$ cat src/rtl/anfsqrt_pdm_341449297858921043_if.sv
// anfsqrt_pdm_341449297858921043_if
//   Bundles the sqrt-core result handshake and the PDM-side outputs.
//   master: the result producer / observer of the modulator outputs.
//   slave : the PDM stage itself.
interface anfsqrt_pdm_341449297858921043_if #(
   parameter int W = 7
);
   logic [W-1:0] result;
   logic         result_vld;
   logic         pdm_out;
   logic         pdm_out_n;
   logic [W-1:0] level;
   logic         frame_start;
   logic         overrun;

   modport master (
      output result, result_vld,
      input  pdm_out, pdm_out_n, level, frame_start, overrun
   );

   modport slave (
      input  result, result_vld,
      output pdm_out, pdm_out_n, level, frame_start, overrun
   );
endinterface

$ cat src/rtl/anfsqrt_pdm_341449297858921043.sv
// anfsqrt_pdm_341449297858921043
//   First-order PDM stage behind the iterative sqrt core. A new W-bit result is
//   parked in a one-word buffer and only becomes the modulated level on a frame
//   boundary (frame = 2**W cycles), so every frame carries an exact ones count.
//   Optional feature macro: ANFSQRT_PDM_DITHER_EN adds a per-frame LFSR dither
//   bit (saturating) on top of the level; without it no LFSR flops exist.
module anfsqrt_pdm_341449297858921043 #(
   parameter int W = 7
`ifdef ANFSQRT_PDM_DITHER_EN
   ,
   parameter int LFSR_W = 8
`endif
) (
   input  logic                                    clk,
   input  logic                                    rst_n,
   anfsqrt_pdm_341449297858921043_if.slave         bus
);

   localparam logic [W-1:0] CNT_MAX = {W{1'b1}};
   localparam logic [W-1:0] CNT_ONE = W'(1);

   logic [W-1:0] r_frame_cnt;
   logic [W-1:0] r_acc;
   logic [W-1:0] r_level;
   logic [W-1:0] r_pend;
   logic         r_pend_full;
   logic         r_pdm;
   logic         r_pdm_n;
   logic         r_frame_start;
   logic         r_overrun;

   logic         w_wrap;
   logic [W-1:0] w_level_eff;
   logic [W:0]   w_sum;

   assign w_wrap = (r_frame_cnt == CNT_MAX);

`ifdef ANFSQRT_PDM_DITHER_EN
   // Galois form of x^8+x^6+x^5+x^4+1, shifting towards bit 0.
   localparam logic [LFSR_W-1:0] LFSR_TAPS = LFSR_W'(8'hB8);
   localparam logic [LFSR_W-1:0] LFSR_SEED = LFSR_W'(8'h01);

   logic [LFSR_W-1:0] r_lfsr;

   function automatic logic [LFSR_W-1:0] lfsr_step(input logic [LFSR_W-1:0] s);
      logic [LFSR_W-1:0] n;
      n = s >> 1;
      n = s[0] ? (n ^ LFSR_TAPS) : n;
      return n;
   endfunction

   function automatic logic [W-1:0] sat_add_bit(input logic [W-1:0] a, input logic b);
      logic [W:0] s;
      s = {1'b0, a} + {{W{1'b0}}, b};
      return s[W] ? CNT_MAX : s[W-1:0];
   endfunction

   // Dither LFSR steps once per frame together with the level hand-over.
   always_ff @(posedge clk or negedge rst_n) begin
      if (!rst_n) begin
         r_lfsr <= LFSR_SEED;
      end else if (w_wrap) begin
         r_lfsr <= lfsr_step(r_lfsr);
      end else begin
         r_lfsr <= r_lfsr;
      end
   end

   assign w_level_eff = sat_add_bit(r_level, r_lfsr[0]);
`else
   // Without dither the modulator follows the buffered level exactly.
   assign w_level_eff = r_level;
`endif

   assign w_sum = {1'b0, r_acc} + {1'b0, w_level_eff};

   // Frame counter, one-word result buffer and hand-over on the wrap cycle.
   always_ff @(posedge clk or negedge rst_n) begin
      if (!rst_n) begin
         r_frame_cnt   <= '0;
         r_level       <= '0;
         r_pend        <= '0;
         r_pend_full   <= 1'b0;
         r_frame_start <= 1'b0;
         r_overrun     <= 1'b0;
      end else begin
         r_frame_cnt   <= r_frame_cnt + CNT_ONE;
         r_frame_start <= w_wrap;
         // A word landing on the wrap cycle goes straight to level, so it never
         // counts as overwriting the buffer.
         r_overrun     <= bus.result_vld & r_pend_full & ~w_wrap;
         if (w_wrap) begin
            r_pend_full <= 1'b0;
            if (bus.result_vld) begin
               r_level <= bus.result;
            end else if (r_pend_full) begin
               r_level <= r_pend;
            end else begin
               r_level <= r_level;
            end
         end else if (bus.result_vld) begin
            r_pend      <= bus.result;
            r_pend_full <= 1'b1;
         end else begin
            r_pend      <= r_pend;
            r_pend_full <= r_pend_full;
         end
      end
   end

   // First-order sigma-delta: carry out of the W-bit accumulator is the PDM bit.
   // The accumulator is deliberately never cleared on a level change.
   always_ff @(posedge clk or negedge rst_n) begin
      if (!rst_n) begin
         r_acc   <= '0;
         r_pdm   <= 1'b0;
         r_pdm_n <= 1'b1;
      end else begin
         r_acc   <= w_sum[W-1:0];
         r_pdm   <= w_sum[W];
         r_pdm_n <= ~w_sum[W];
      end
   end

   assign bus.pdm_out     = r_pdm;
   assign bus.pdm_out_n   = r_pdm_n;
   assign bus.level       = r_level;
   assign bus.frame_start = r_frame_start;
   assign bus.overrun     = r_overrun;

endmodule

$ cat src/flat_wrapper.sv
// flat-port wrapper written by rule: the top's interface ports become plain ports
module anfsqrt_pdm_341449297858921043_flat 
#(
   parameter int W = 7

)
  (clk, rst_n, bus_result, bus_result_vld, bus_pdm_out, bus_pdm_out_n, bus_level, bus_frame_start, bus_overrun);
  anfsqrt_pdm_341449297858921043_if #(.W(W)) bus_i ();
  input  logic clk;
  input  logic rst_n;
  input wire logic [$bits(bus_i.result)-1:0] bus_result;
  input wire logic [$bits(bus_i.result_vld)-1:0] bus_result_vld;
  output wire logic [$bits(bus_i.pdm_out)-1:0] bus_pdm_out;
  output wire logic [$bits(bus_i.pdm_out_n)-1:0] bus_pdm_out_n;
  output wire logic [$bits(bus_i.level)-1:0] bus_level;
  output wire logic [$bits(bus_i.frame_start)-1:0] bus_frame_start;
  output wire logic [$bits(bus_i.overrun)-1:0] bus_overrun;
  assign bus_i.result = bus_result;
  assign bus_i.result_vld = bus_result_vld;
  assign bus_pdm_out = bus_i.pdm_out;
  assign bus_pdm_out_n = bus_i.pdm_out_n;
  assign bus_level = bus_i.level;
  assign bus_frame_start = bus_i.frame_start;
  assign bus_overrun = bus_i.overrun;
  anfsqrt_pdm_341449297858921043 #(.W(W)) u_core (.clk(clk), .rst_n(rst_n), .bus(bus_i));
endmodule
$ cat config.mk
export PLATFORM = sky130hd
export DESIGN_NAME = anfsqrt_pdm_341449297858921043_flat
export DESIGN_NICKNAME = d
export VERILOG_FILES = /design/src/rtl/anfsqrt_pdm_341449297858921043_if.sv /design/src/rtl/anfsqrt_pdm_341449297858921043.sv /design/src/flat_wrapper.sv
export SDC_FILE = /design/constraint.sdc
export NUM_CORES = 1
export LEC_CHECK = 0
export BUFFER_PORTS_ARGS = -buffer_cell sky130_fd_sc_hd__buf_4
export CORE_MARGIN = 2
export CORE_UTILIZATION = 50
export DETAILED_ROUTE_END_ITERATION = 8
export PLACE_DENSITY = 0.74
export SETUP_SLACK_MARGIN = 0.2
export SLEW_MARGIN = 5
export SYNTH_ARGS = -nofsm -noshare
export SYNTH_HDL_FRONTEND = slang
export SYNTH_SLANG_ARGS = --single-unit
export TNS_END_PERCENT = 50
$ cat constraint.sdc
create_clock -name clk -period 1.75 [get_ports clk]
set_input_delay 0.175 -clock clk [delete_from_list [all_inputs] [get_ports clk]]
set_output_delay 0.175 -clock clk [all_outputs]
set_load 0.05 [all_outputs]
==> results by group <==
Cells and area
  • P&R area growth vs syn: 31.9%
  • Final instance area: roughly 0.0019 mm²
  • # diodes: 0
  • # nets final: between 150 and 200
  • Commonest non-fill, non-tap cell in the layout: dfrtp_1
  • Most frequent cells in the layout: 27 x dfrtp_1, 26 x buf_4, 7 x mux2_4, 7 x a221o_1
  • Share of post-route cells with drive strength above 1: 0.441

Placed design
  • Area after DPL: between 0.0015 and 0.002 mm²
  • PortBufs: 20
  • Detail Placement HPWL: between 1.5 and 2 mm
  • GP Congestion: around 0.75

Drt
  • Final wirelength: 2.72 mm
  • Iteration-0 DRC Markers: 35
  • First drt pass iteration count: 4
  • Via Count: about 1,000
  • DRC: 0
  • Final ANT Viol Nets: 0
  • Vias per cell: 5.82
  • Routed WL per cell: around 15 µm

CTS
  • # H-tree levels: 2
  • Clock latency at the later pin of the worst-skew pair: ~330 ps
  • CTS clk-pin slew, worst paths: ~100 ps
  • Clock buffer depth: 2
  • Clk root buf: clkbuf_4
  • CTS tree: built
  • TritonCTS Buffers: 5
  • Clk sinks: 33

Synthesis
  • Post-Syn Instances: around 110
  • Area share of the largest cell type after synthesis: 0.545
  • FF+latch count, synth: 33
  • Sequential area share after synthesis: 0.563
  • Avg Inst Size Synth: 13.5 µm²
  • Top post-synthesis cells by area: dfrtp_1 54%, ha_1 6.8%, mux2_2 5.4%, a221o_1 4.8%, a32o_1 4.1%
  • Synthesized Nets: about 130
  • Synth area leader: dfrtp_1
  • Cell Area, Synth: between 0.001 and 0.0015 mm²
  • Netlist cell types: 28
  • Synth warnings: 0

Power and ir drop
  • Clock share of power: 0.188
  • Sw Ratio: 0.332
  • PD cells: about 1200 mW/mm²
  • Logic gate share of total power: 0.370
  • Psw: 761 µW
  • Register share of total power: 0.442
  • Power Internal: between 1500 and 2000 µW
  • P_leak: slightly below 0.0009 µW
  • VDD IR-drop max: 1.09 mV

STA
  • Final Critical Period: 1600 ps
  • Final Hold Fails: 0
  • Max_slew headroom: 0.614
  • TNS Setup: 0 ps
  • Final Skew: around 9.5 ps
  • Unrepaired setup endpoints after global routing: true
  • Final setup fails: 0
  • Final Max Tran Viols: 0
  • F_max: just over 600 MHz
  • Slew @ Worst Pin: ~580 ps
  • Ratio of final minimum period to clock period: 0.916

Run
  • Max Cap Violations: 0

Die
  • Die area: ~0.0034 mm²
  • I/O Pins: 21
  • Initial Utilization: 0.529
  • Die W: 58.2 µm
  • Core outline area: between 0.002 and 0.003 mm²
  • Die Y-Extent: around 58 µm
  • Rows: 19

Setup path
  • Crit path DAT: approximately 1900 ps
  • Startpoint types: register
  • Required time worst endpoint: ~2000 ps
  • Crit path kind: reg -> reg
  • Critical Path Sink Type: register
  • Worst Path Max Fanout: 3

GRT
  • Vias in the first global route: ~950
  • Largest net degree at the start of global routing: 34
  • Gr usage total: 0.179
  • Initial antenna violation count: 0
  • First-pass GRT wire length: 4.37 mm
  • Aggregate global routing overflow: 0

Run status
  • Run status: complete, no violations

Worst hold path
  • Worst hold path type: in -> reg
cell families after synthesis:
group | Yosys count | synth area share
flip-flops | 33 | 0.563
buffers and inverters | 5 | 0.0179
AO/OA/AOI/OAI | 26 | 0.146
AND/OR/NAND/NOR | 19 | 0.0783
XOR/XNOR | 10 | 0.0596
multiplexers | 7 | 0.0536
adder cells (fa/ha/maj) | 9 | 0.0817
repair_timing:
action	in CTS	in global routing
buffers inserted	2	3
gates cloned	0	1
pin swaps	2	3
endpoints found under the setup margin	17	19
hold buffers	1	0
endpoints found under the hold margin	32	0
gates resized for setup	2	10
state kept, by name (all words and copies together), names as in the netlist:
name and cells:
u_core.r_acc 7, u_core.bus.overrun 1, u_core.bus.level 7, u_core.bus.frame_start 1, u_core.r_pend_full 1, u_core.bus.pdm_out 1, u_core.r_pend 7, u_core.bus.pdm_out_n 1
u_core.r_frame_cnt 7
synth_stat cells:
master,count
a31oi_1,1
nand2_1,2
o21bai_1,1
xor2_1,4
a31o_2,1
mux2_2,7
buf_6,1
nor2_1,6
nand2_8,1
nand3_2,1
ha_1,8
and3_1,1
a221o_1,7
dfstp_2,1
or2_1,1
fa_1,1
dfrtp_1,32
inv_1,4
a21o_1,2
nor2b_1,2
a32o_1,6
a211oi_1,1
nand3_1,4
o21ai_0,2
xnor2_1,6
a21oi_1,4
a311o_1,1
nor3_2,1
cell type report:
class                           instances  area [µm²]
Sequential cell                        33         833
Timing Repair Buffer                   29         250
Inverter                                4        15.0
Fill cell                             194         842
Multi-Input combinational cell         71         743
Clock buffer                            8        58.8
Tap cell                               31        38.8
layer usage:
metal	part of all wire	global-route usage
met5	0	0
met4	0.017	0.0631
met3	0.053	0.0737
met2	0.48	0.274
met1	0.45	0.231
power by group through the flow:
stage          clock [µW]  combinational [µW]  sequential (µW)
3_3_place_gp            0                 790             1030
3_5_place_dp            0                 818             1030
6_report              432                 848             1010
4_1_cts               452                 837             1020
2_1_floorplan           0                 506             1150
5_1_grt               489                 949             1030
through the flow:
step | total power, µW | setup WS, ps | cells | hold WS (ps) | utilization
floorplan | 1650 | 56.4 | 109 | -121 | -
finish | 2290 | 147 | 176 | 86.3 | 0.697
global route | 2470 | 43.7 | 176 | 56.3 | 0.697
CTS | 2310 | 102 | 172 | 67.5 | 0.667
detailed placement | 1850 | 84.9 | 161 | 139 | 0.633
global placement | 1820 | 98.1 | 161 | 136 | 0.633
worst max-delay path, stage by stage, from the launching register on:
cell,delay (ps)
dfrtp_2,430
ha_4,160
fa_2,360
a211oi_2,200
o21bai_1,100
a21oi_2,140
xnor2_1,130
final timing paths:
| path | from | end | slack [ps] | depth (start not counted) |
|---|---|---|---|---|
| max in group asynchronous | rst_n | u_core.bus.pdm_out_n | 1110 | 2 |
| min | bus_result[0] | u_core.bus.level[0] | 90 | 2 |
| min reg2reg | u_core.r_frame_cnt[6] | u_core.r_frame_cnt[6] | 480 | 1 |
| min in group asynchronous | rst_n | u_core.r_acc[1] | 300 | 2 |
| max | u_core.bus.level[0] | u_core.r_acc[6] | 150 | 6 |
| max reg2reg | u_core.bus.level[0] | u_core.r_acc[6] | 150 | 6 |
No activity file was read; power rests on OpenSTA's default activity.
